**config.mk**
```make
export PLATFORM = sky130hd
export DESIGN_NAME = key_event_queue
export DESIGN_NICKNAME = d
export VERILOG_FILES = /design/src/rtl/key_pkg.sv /design/src/rtl/key_fifo.sv /design/src/rtl/key_event_queue.sv
export SDC_FILE = /design/constraint.sdc
export NUM_CORES = 1
export LEC_CHECK = 0
export CAP_MARGIN = 10
export CORE_ASPECT_RATIO = 0.8
export CORE_MARGIN = 2
export CORE_UTILIZATION = 52
export CTS_CLUSTER_SIZE = 10
export DETAILED_ROUTE_END_ITERATION = 12
export PLACE_DENSITY = 0.75
export RECOVER_POWER = 25
export SKIP_CTS_REPAIR_TIMING = 1
export SYNTH_ARGS = -nofsm -noshare
export SYNTH_HDL_FRONTEND = slang
export SYNTH_SLANG_ARGS = --single-unit
```
**constraint.sdc**
```tcl
create_clock -name clk -period 2.35 [get_ports clk]
set_input_delay 0.5875 -clock clk [delete_from_list [all_inputs] [get_ports clk]]
set_output_delay 0.5875 -clock clk [all_outputs]
set_load 0.02 [all_outputs]
```
**src/rtl/key_pkg.sv**
```systemverilog
// key_pkg: shared definitions for the keypad event queue.
//   KEY_NONE / KEY_0..KEY_6 : scanner codes (active-low one-of-seven, 4'b1111 = no key)
//   key_state_t             : debounce FSM states
//   is_key()                : true for a legal key code (4'b1000..4'b1110)
package key_pkg;

  localparam logic [3:0] KEY_NONE = 4'b1111;
  localparam logic [3:0] KEY_0    = 4'b1110;
  localparam logic [3:0] KEY_1    = 4'b1101;
  localparam logic [3:0] KEY_2    = 4'b1100;
  localparam logic [3:0] KEY_3    = 4'b1011;
  localparam logic [3:0] KEY_4    = 4'b1010;
  localparam logic [3:0] KEY_5    = 4'b1001;
  localparam logic [3:0] KEY_6    = 4'b1000;

  typedef enum logic [1:0] {
    IDLE = 2'd0,
    CAND = 2'd1,
    HELD = 2'd2
  } key_state_t;

  // Codes below 4'b1000 never come from a healthy scanner; they are
  // folded into "idle" so glitches cannot create phantom keys.
  function automatic logic is_key(input logic [3:0] code);
    return code[3] && (code != KEY_NONE);
  endfunction

endpackage

```
**src/rtl/key_fifo.sv**
```systemverilog
// key_fifo: small event FIFO (4-bit entries) between the debouncer and the consumer.
//   clk, rst        : clock, synchronous active-high reset
//   push, push_data : enqueue request from the debouncer
//   pop             : consumer ready; an entry leaves when pop && head_valid
//   head_valid      : FIFO holds at least one entry
//   head_data       : oldest entry, KEY_NONE when empty
//   count           : number of stored entries
//   overflow        : one-cycle pulse when a push is dropped because the FIFO is full
// Handshake: an entry transfers on any cycle where head_valid && pop; head_valid
// and head_data hold steady while pop is low.
module key_fifo
  import key_pkg::*;
#(
  parameter int DEPTH = 4  // power of two, at least 2
) (
  input  logic                     clk,
  input  logic                     rst,
  input  logic                     push,
  input  logic [3:0]               push_data,
  input  logic                     pop,
  output logic                     head_valid,
  output logic [3:0]               head_data,
  output logic [$clog2(DEPTH):0]   count,
  output logic                     overflow
);

  localparam int AW = $clog2(DEPTH);
  localparam int CW = $clog2(DEPTH) + 1;

  logic [3:0]    mem [DEPTH];
  logic [AW-1:0] wr_ptr;
  logic [AW-1:0] rd_ptr;
  logic [CW-1:0] count_q;
  logic          empty;
  logic          full;
  logic          do_pop;
  logic          do_push;

  assign empty   = (count_q == '0);
  assign full    = (count_q == CW'(DEPTH));
  assign do_pop  = pop && !empty;
  // A full FIFO still accepts a push when the head leaves in the same cycle.
  assign do_push = push && (!full || do_pop);

  always_ff @(posedge clk) begin
    if (rst) begin
      wr_ptr   <= '0;
      rd_ptr   <= '0;
      count_q  <= '0;
      overflow <= 1'b0;
    end else begin
      if (do_push) wr_ptr <= wr_ptr + 1'b1;
      if (do_pop)  rd_ptr <= rd_ptr + 1'b1;
      case ({do_push, do_pop})
        2'b10:   count_q <= count_q + 1'b1;
        2'b01:   count_q <= count_q - 1'b1;
        default: count_q <= count_q;
      endcase
      overflow <= push && !do_push;
    end
  end

  // Storage needs no reset: the head is masked by the empty flag.
  always_ff @(posedge clk) begin
    if (do_push) mem[wr_ptr] <= push_data;
  end

  assign head_valid = !empty;
  assign head_data  = empty ? KEY_NONE : mem[rd_ptr];
  assign count      = count_q;

endmodule

```
**src/rtl/key_event_queue.sv**
```systemverilog
// key_event_queue: turns the scanner's scan-modulated code into one debounced
// event per key press and buffers events for the vending-machine controller.
//   clk, rst    : clock, synchronous active-high reset
//   btn_pres    : scanner code, 4'b1111 = no key
//   key_valid   : an event is waiting at the FIFO head
//   key_code    : head event code, 4'b1111 when key_valid is low
//   key_ready   : consumer accepts the head when key_valid && key_ready
//   fifo_count  : stored events
//   overflow    : one-cycle pulse when an event is dropped (FIFO full)
//   dbg_state   : debounce FSM state
module key_event_queue
  import key_pkg::*;
#(
  parameter int DEB_CYCLES = 50000,  // at least 2
  parameter int GAP_CYCLES = 8,      // at least 4 (one scanner sweep)
  parameter int DEPTH      = 4       // power of two
) (
  input  logic                   clk,
  input  logic                   rst,
  input  logic [3:0]             btn_pres,
  output logic                   key_valid,
  output logic [3:0]             key_code,
  input  logic                   key_ready,
  output logic [$clog2(DEPTH):0] fifo_count,
  output logic                   overflow,
  output key_state_t             dbg_state
);

  localparam int GW = $clog2(GAP_CYCLES + 1);
  localparam int SW = $clog2(DEB_CYCLES);
  localparam logic [GW-1:0] GAP_MAX   = GW'(GAP_CYCLES);
  // stab counts from 0 on the first candidate cycle; the push happens on the
  // cycle whose increment would reach DEB_CYCLES-1, so the key has then been
  // seen for DEB_CYCLES consecutive tracker samples.
  localparam logic [SW-1:0] STAB_LAST = SW'(DEB_CYCLES - 2);

  // Presence tracker: bridges the idle samples the scanner emits while it
  // sweeps the other columns.
  logic [GW-1:0] gap_q;
  logic [3:0]    seen_code;
  logic          present;

  always_ff @(posedge clk) begin
    if (rst) begin
      gap_q     <= GAP_MAX;
      seen_code <= KEY_NONE;
    end else if (is_key(btn_pres)) begin
      gap_q     <= '0;
      seen_code <= btn_pres;
    end else if (gap_q != GAP_MAX) begin
      gap_q     <= gap_q + 1'b1;
    end
  end

  assign present = (gap_q < GAP_MAX);

  // Debounce FSM
  key_state_t    state_q, state_d;
  logic [3:0]    cand_q, cand_d;
  logic [SW-1:0] stab_q, stab_d;
  logic          push;

  always_ff @(posedge clk) begin
    if (rst) begin
      state_q <= IDLE;
      cand_q  <= KEY_NONE;
      stab_q  <= '0;
    end else begin
      state_q <= state_d;
      cand_q  <= cand_d;
      stab_q  <= stab_d;
    end
  end

  always_comb begin
    state_d = state_q;
    cand_d  = cand_q;
    stab_d  = stab_q;
    push    = 1'b0;
    case (state_q)
      IDLE: begin
        if (present) begin
          state_d = CAND;
          cand_d  = seen_code;
          stab_d  = '0;
        end
      end
      CAND: begin
        if (!present) begin
          state_d = IDLE;
        end else if (seen_code != cand_q) begin
          cand_d = seen_code;
          stab_d = '0;
        end else if (stab_q == STAB_LAST) begin
          push    = 1'b1;
          state_d = HELD;
        end else begin
          stab_d = stab_q + 1'b1;
        end
      end
      HELD: begin
        // Code changes while held are ignored until the key is released.
        if (!present) state_d = IDLE;
      end
      default: state_d = IDLE;
    endcase
  end

  assign dbg_state = state_q;

  key_fifo #(
    .DEPTH(DEPTH)
  ) u_fifo (
    .clk        (clk),
    .rst        (rst),
    .push       (push),
    .push_data  (cand_q),
    .pop        (key_ready),
    .head_valid (key_valid),
    .head_data  (key_code),
    .count      (fifo_count),
    .overflow   (overflow)
  );

endmodule

```
-- Word level (Yosys, flattened, before mapping)
Memories as Yosys holds them, arrays and structs flattened. A register that Yosys moved wholly into a read port is not among the register bits.
Cells that the tools add are included.
- reduce and logical (&&, ||, !) cells: 17
- eq/ne operators: 16
- multiplexer cells: 27
- add/subtract/negate cells: 6
- magnitude comparators: 1
- operator list (kind ; number):
    $mux W16 ; 4
    $pmux W16 S2 ; 1
    $mux W4 ; 6
    $add A16 B1 Y16 const B ; 1
    $eq A16 B16 Y1 const B ; 1
    $mux W2 ; 7
    $reduce_and A4 Y1 ; 3
    $ne A3 B3 Y1 const B ; 3
    $ne A2 B2 Y1 const B ; 4
    $ne A4 B4 Y1 const B ; 2
    $pmux W4 S2 ; 1
    $mux W1 ; 6
    $pmux W2 S3 ; 1
    $pmux W3 S2 ; 1
    $reduce_bool A2 Y1 ; 3
    $add A2 B1 Y2 const B ; 2
    $add A4 B1 Y4 const B ; 1
    $eq A2 B1 Y1 const B ; 2
    $eq A2 B2 Y1 const B ; 2
    $logic_and A1 B1 Y1 ; 4
    $lt A4 B4 Y1 const B ; 1
    $ne A4 B4 Y1 ; 1
    $add A3 B1 Y3 const B ; 1
    $eq A3 B3 Y1 const B ; 1
    other kinds (6) ; 8
- bits in registers: 38
- input bits: 7
- word-level logic and storage cells: 78
- output and inout bits: 11
- memory bits (writable): 16
- memories kept: 1
- memory list (name ; depth ; bits a word ; read ports ; clocked after memory_dff ; write ports ; line ; source):
    u_fifo.mem ; 4 ; 4 ; 1 ; 1 ; 1 ; key_fifo.sv:30 ; logic [3:0] mem [DEPTH];

-- Logic depth before layout (Yosys ltp)
Gate-level depths: netlist (run 1).
- word-level depth: 8
- mapped depth: 10
- gate-level depth less buffers: 10

-- By module
From an unflattened synthesis (run 1), not the netlist that was laid out.
- cells, all modules: 252
- area, all modules: 2561.2 sq um
- modules (own cells, without submodules) (module ; cells each ; seq. area each (sq um) ; area each (sq um) ; times used):
    key_event_queue ; 171 ; 600.6 ; 1452.6 ; 1
    key_fifo ; 81 ; 680.7 ; 1108.6 ; 1

-- Worst setup path before layout (run 1)
Ideal clock, no wire load.
- kind: register to register
- from: register stab_q[7]
- to: register u_fifo.count_q[2] (netlist: u_fifo.count[2])
- arrival: 2.229 ns
- required time: 2.229 ns
- slack: -0.001 ns
- cell stages (with the launch flop): 10
- path through: dfxtp_1 > buf_6 > nor4b_4 > nand4_1 > and4b_2 > nor2_1 > fa_1 > nor3_1 > a31oi_4 > mux2_4
- longest elaborated chain between the ends: 8
- elaborated cells between the ends (all ways): 10
- RTL lines (element ; line ; source):
    start, declared ; key_event_queue.sv:60 ; logic [SW-1:0] stab_q, stab_d;
    start signal, assigned ; key_event_queue.sv:71 ; stab_q <= stab_d;
    $eq A16 B16 Y1 * ; key_event_queue.sv:94 ; end else if (stab_q == STAB_LAST) begin
    $mux W1 * ; key_event_queue.sv:94 ;
    $mux W1 * ; key_event_queue.sv:91 ; end else if (seen_code != cand_q) begin
    $mux W1 * ; key_event_queue.sv:89 ; if (!present) begin
    $mux W1 * ; key_event_queue.sv:80 ; case (state_q)
    $logic_and A1 B1 Y1 * ; key_fifo.sv:43 ; assign do_push = push && (!full || do_pop);
    $eq A2 B1 Y1 or $eq A2 B2 Y1 (tied branches) ; key_fifo.sv:54 ; case ({do_push, do_pop})
    $pmux W3 S2 or $reduce_bool A2 Y1 (tied branches) ; -- ;
    end signal, assigned ; key_fifo.sv:55 ; 2'b10: count_q <= count_q + 1'b1;
    end signal, assigned ; key_fifo.sv:56 ; 2'b01: count_q <= count_q - 1'b1;
    end signal, assigned ; key_fifo.sv:57 ; default: count_q <= count_q;
    end, declared ; key_fifo.sv:33 ; logic [CW-1:0] count_q;
Mark *: on every way between the ends. The rest lies on a longest branch, timed or not.
A chain may end at the register's enable or synchronous reset.

==> results.tsv, run 1 <==
metric	value	unit
pin count of the biggest net entering global routing	26	
sw power	0.410	mW
met3 wire length	109	µm
switching power share of the total	24.2	%
initial core utilization	53.4	%
Clock Power Share	31.2	%
kind of critical path	flop to primary output	
IO Pins	18	
Internal	1.29	mW
Reg2Reg Setup Slack	0.14	ns
final core utilization	63.3	%
Clock transition at path regs	0.10	ns
syn_nets	255	
Synth Flop Type	dfxtp_1	
worst setup margin	0.0760	ns
fraction of registers with async set/reset	0	%
critical path peak fanout	4	
Die Height	67.9	µm
fraction of layout cells with a size suffix above 1	22.9	%
initial antenna violation count	0	
Max stage delay cell, worst path	mux4_2	
Slew headroom	67.5	%
GR Overflow Total	0	
Setup crit end kind	primary output	
Antenna Cells	0	
flops & latches, synth	56	
Synth Cell Area	2660	µm²
critical path, cell by cell	mux4_2, or2_2, dlymetal6s2s_1	
CP max stage delay	0.49	ns
Worst Path Arrival	1.69	ns
vias in the first global route	1666	
Rows	23	
EDFF count, synth	16	
Max Cap Violations	0	
Worst EP required	1.76	ns
drt initial violations	90	
Least-Margin Pin Slew	0.486	ns
met2 WL	2220	µm
crit path to	key_code[2]	
Final min period	2.27	ns
Layout area overhead	18.5	%
routed len/inst	14.5	µm
IR drop worst, VDD	0.451	mV
overall power	1.70	mW
nets	294	
Gate power share	8.3	%
Routed WL	4960	µm
top cell type by total area after synthesis	dfxtp_1	
Max Root-Sink Buffers	2	
DRC	0	
fin crit share	96.8	%
register area share after synthesis	48.2	%
reg2reg start	stab_q[0]$_SDFFE_PP0P_	
Max Slew Vio Count	0	
Reg power frac	60.5	%
All-Layer GR Usage	18.2	%
Die ar.	5700	µm²
Max Used Layer	met4	
drt via density	5.30	
length of the first detailed-routing pass in iterations	4	
Synth cell types	51	
P_leak	1.16	nW
via count	1807	
Detail Placement HPWL	3630	µm
hold_ws	0.508	ns
R2R cell count	10	
synthesis warning total	0	
placed cell areas	3030	µm²
CTS buffer count	5	
clk_lat worst skew	0.31	ns
H-Tree Depth	2	
RSZ-0062 raised after global routing	false	
Setup violations, final	0	
wl on met1	2560	µm
Core ar.	4980	µm²
Die X	83.9	µm
Worst Hold Launch	seen_code[0]$_SDFFE_PP1P_	
area share of the largest cell type after synthesis	30.1	%
Sink Count	56	
final hold violation count	0	
synth top area cells	dfxtp_1 30%, edfxtp_1 18%, xor2_1 4.9%, ha_1 3.8%, nor2_1 3.7%	
Fmax	440	MHz
syn avg cell area	11.1	µm²
Hold/Removal Path Class	flop to flop	
Cells after Synth	239	
antenna violation net count after detailed routing	0	
I/O Buffers	17	
reg2reg end	u_fifo.count[2]$_SDFFE_PP0P_	
Design Area, Final	3150	µm²
status	finished clean	
Clock Root Buffer	clkbuf_8	
Critical Path Source Type	flop	
CTS tree	done	
PwrDens	539	nW/µm²
first-pass GRT wire length	8090	µm
Routability Congestion	0.835	
Setup Skew	0.00907	ns
Place WS	-0.0505	ns
[worst min-delay path by stage]
stage | end | cells past startpoint
CTS | cand_q[0]$_SDFFE_PP1P_ | 2
global route | cand_q[0]$_SDFFE_PP1P_ | 2
floorplan | seen_code[3]$_SDFFE_PP1P_ | 1
detailed placement | cand_q[0]$_SDFFE_PP1P_ | 2
finish | cand_q[0]$_SDFFE_PP1P_ | 2
global placement | cand_q[1]$_SDFFE_PP1P_ | 2
[metal layers]
layer	track usage (%)	vias up
li1	-	915
met1	25.9	865
met2	28.9	20
met3	3.26	7
met4	5.44	0
met5	0	-
[per-stage QoR]
| step | setup TNS [ns] | instances |
|---|---|---|
| 3_3_place_gp | -0.0566 | 332 |
| 2_1_floorplan | 0 | 239 |
| 4_1_cts | -1.59 | 340 |
| 3_5_place_dp | -0.180 | 332 |
| 5_1_grt | 0 | 341 |
| 6_report | 0 | 341 |
[cell usage in the layout (no fill, tap or decap), drive strengths merged, types with 3 or more instances in the layout]
| cell | Yosys | routed |
|---|---|---|
| nand3b | 4 | 4 |
| and2 | 7 | 7 |
| clkdlybuf4s50 | 0 | 12 |
| mux2i | 6 | 6 |
| ha | 8 | 8 |
| buf | 4 | 22 |
| a21oi | 6 | 6 |
| nand4 | 5 | 5 |
| nor3 | 8 | 8 |
| nand2 | 18 | 18 |
| nor2b | 5 | 5 |
| xnor2 | 6 | 6 |
| inv | 8 | 9 |
| dfxtp | 40 | 40 |
| nor4b | 3 | 3 |
| dlymetal6s2s | 0 | 4 |
| clkbuf | 3 | 5 |
| nor2 | 26 | 26 |
| edfxtp | 16 | 16 |
| a31oi | 3 | 3 |
| nand3 | 9 | 9 |
| and4 | 4 | 4 |
| xor2 | 15 | 15 |
| mux4 | 4 | 4 |
| or2 | 6 | 6 |
[Yosys cell counts, types with 2 or more instances]
cell type,n
and2_1,2
nor3_1,6
a31oi_4,2
nand4_1,5
xor2_1,15
o21bai_1,2
a211o_1,2
and4_2,2
or3_1,2
dfxtp_1,40
ha_1,8
nor3b_1,2
mux2i_1,6
inv_1,8
or2_2,6
nand3b_1,4
and4_1,2
mux4_2,4
nand3_1,9
nor2_1,26
nor2b_1,4
nand2_1,18
and2_2,5
xnor2_1,6
buf_6,3
edfxtp_1,16
a21oi_1,6
nand2b_1,2
nor4b_4,2
clkbuf_1,3
[kinds of logic (layout without fill, tap and decap cells)]
family                     count (synthesis)  in the layout  share of synthesized area, %
adders and majority gates                  9              9                          4.52
and+or+nand+nor                          109            109                          25.6
buffers and inverters                     15             55                          3.01
muxes                                     11             11                          6.21
AOI/OAI and AO/OA                         18             18                          5.56
DFF                                       56             56                          48.2
xor gates and xnor gates                  21             21                          6.92
[flip-flops by register name (all words and copies together) (netlist names), named ones only]
signal / count
gap_q: 4
u_fifo.count: 3
stab_q: 16
u_fifo.rd_ptr: 2
u_fifo.wr_ptr: 2
dbg_state: 2
u_fifo.mem: 16
u_fifo.overflow: 1
seen_code: 4
cand_q: 4
[worst max-delay path: cells and delay by family (launching register included)]
family / cells / cell delay [ns]
and+or+nand+nor: 1 / 0.28
DFF: 1 / 0.40
muxes: 1 / 0.49
buffers and inverters: 1 / 0.21
[final cells by class]
cell class / instances / area, µm²
inverter: 8 / 30.0
fill: 411 / 1830
clock buffer: 5 / 68.8
sequential: 56 / 1280
timing repair buffer: 39 / 358
tap: 62 / 77.6
clock inverter: 3 / 21.3
multi-input combinational: 168 / 1310
[power groups by stage]
| stage | registers, mW | clock network, mW | logic (mW) |
|---|---|---|---|
| 2_1_floorplan | 1.05 | 0 | 0.0897 |
| 3_3_place_gp | 1.05 | 0 | 0.139 |
| 3_5_place_dp | 1.05 | 0 | 0.141 |
| 4_1_cts | 1.03 | 0.544 | 0.142 |
| 5_1_grt | 1.03 | 0.578 | 0.156 |
| 6_report | 1.03 | 0.529 | 0.142 |
Power figures use the tool's default switching activity.
==> inputs of run 2 (changes only) <==
--- a/config.mk
+++ b/config.mk
@@ -11,6 +11,7 @@
 export CORE_UTILIZATION = 52
 export CTS_CLUSTER_SIZE = 10
 export DETAILED_ROUTE_END_ITERATION = 12
+export GPL_ROUTABILITY_DRIVEN = 0
 export PLACE_DENSITY = 0.75
 export RECOVER_POWER = 25
 export SKIP_CTS_REPAIR_TIMING = 1
==> constraint.sdc (replaced) <==
create_clock -name clk -period 1.9 [get_ports clk]
set_input_delay 0.19 -clock clk [delete_from_list [all_inputs] [get_ports clk]]
set_output_delay 0.19 -clock clk [all_outputs]
set_load 0.02 [all_outputs]
==> results.tsv, run 2 (same netlist as run 1, synthesis figures left out) <==
metric	value	unit
P_leak	1.30	nW
fillers	378	
RSZ-0062 raised after global routing	true	
Critical Path Source Type	flop	
kind of critical path	flop to flop	
via count	1936	
initial antenna violation count	0	
Layout Cells excl Fill	368	
drt via density	5.26	
CP max stage delay	0.38	ns
critical path peak fanout	2	
Routed WL	5360	µm
GR Overflow Total	0	
clk_lat worst skew	0.32	ns
Inst Count DP	358	
H-Tree Depth	2	
Least-Margin Pin Slew	0.522	ns
Clock transition at path regs	0.11	ns
most common cell after layout, fill and taps aside	buf_4	
length of the first detailed-routing pass in iterations	4	
Setup crit end kind	flop	
Worst Path Arrival	2.38	ns
Max Root-Sink Buffers	2	
routed len/inst	14.6	µm
initial core utilization	53.4	%
fin crit share	115	%
Max Slew Vio Count	0	
antenna violation net count after detailed routing	0	
worst path bufs/invs	0	
Fmax	459	MHz
setup TNS	-0.346	ns
Max stage delay cell, worst path	fa_2	
pin count of the biggest net entering global routing	18	
fraction of layout cells with a size suffix above 1	31.7	%
IR drop worst, VDD	0.503	mV
Max Cap Violations	0	
most frequent cells in the layout	43 x buf_4, 37 x dfxtp_1, 25 x nor2_1	
Final min period	2.18	ns
violated checks	negative setup slack	
storage element area	1280	µm²
Layout area overhead	27.3	%
I/O Buffers	17	
Die X	83.9	µm
Setup Skew	0.0213	ns
PwrDens	626	nW/µm²
Slew headroom	65.1	%
nets	321	
CP top delay family	simple AND/OR/NAND/NOR gates	
footprint of the multi-input gates	1360	µm²
Worst EP required	2.10	ns
DRC	0	
vias in the first global route	1846	
Place WS	-0.290	ns
status	complete, but fails checks	
Setup violations, final	3	
drt initial violations	109	
Rows	23	
Hold/Removal Path Class	input port to flop	
critical path, cell by cell	ha_4, and3b_2, nand4_1, and4b_2, nor2_2, fa_2, nor3_4, a31oi_4, mux2_4	
Antenna Cells	0	
hold_ws	0.492	ns
Die ar.	5700	µm²
Core ar.	4980	µm²
Die Height	67.9	µm
IO Pins	18	
Clock Root Buffer	clkbuf_8	
final hold violation count	0	
final core utilization	67.9	%
worst setup margin	-0.277	ns
CTS tree	done	
Detail Placement HPWL	3900	µm
first-pass GRT wire length	8760	µm
All-Layer GR Usage	19.9	%
Largest regs	stab_q (16), u_fifo.mem (16)	
CTS buffer count	5	
Sink Count	56	
==> run 2: cell count changes in the layout (fill, tap and decap cells not counted), sizes merged <==
| cell | delta |
|---|---|
| clkinv | +1 |
| clkbuf | +4 |
| clkdlybuf4s50 | +1 |
| dlymetal6s2s | -4 |
| clkinvlp | -1 |
| dlygate4sd3 | -1 |
| buf | +27 |
==> run 2: power breakdown <==
group | switching, mW | total (mW) | internal [mW]
Combinational | 0.109 | 0.205 | 0.0957
Clock | 0.390 | 0.648 | 0.258
Sequential | 0.0160 | 1.26 | 1.25
Total | 0.515 | 2.12 | 1.60
==> run 2: area by class of cell <==
cell class / count / area share, %
multi-input cells: 168 / 40.1
flip-flops and latches: 56 / 38.0
repair buffers: 66 / 16.1
well taps: 62 / 2.29
clock buffers: 5 / 2.03
inverters: 8 / 0.888
clock inverters: 3 / 0.592
==> run 2: path summary, 6_finish.rpt <==
path	start	cells past startpoint	slack (ns)	end
max	stab_q[1]$_SDFFE_PP0P_	9	-0.28	u_fifo.count[2]$_SDFFE_PP0P_
min	btn_pres[1]	2	0.49	seen_code[1]$_SDFFE_PP1P_
max reg2reg	stab_q[1]$_SDFFE_PP0P_	9	-0.28	u_fifo.count[2]$_SDFFE_PP0P_
min reg2reg	seen_code[0]$_SDFFE_PP1P_	2	0.52	cand_q[0]$_SDFFE_PP1P_
==> run 2: per-stage QoR <==
| stage | instance area (µm²) | total power [mW] |
|---|---|---|
| after floorplan | 2670 | 1.41 |
| after global placement | 3230 | 1.49 |
| after detailed placement | 3230 | 1.50 |
| after CTS | 3320 | 2.12 |
| after global routing | 3380 | 2.21 |
| final | 3380 | 2.12 |
==> run 2: routing by layer <==
layer	vias to the layer above	wire (µm)	track usage, %
met3	4	220	5.07
met1	930	2580	27.8
met2	29	2520	32.2
met5	-	0	0
met4	0	40	3.63
li1	973	-	-
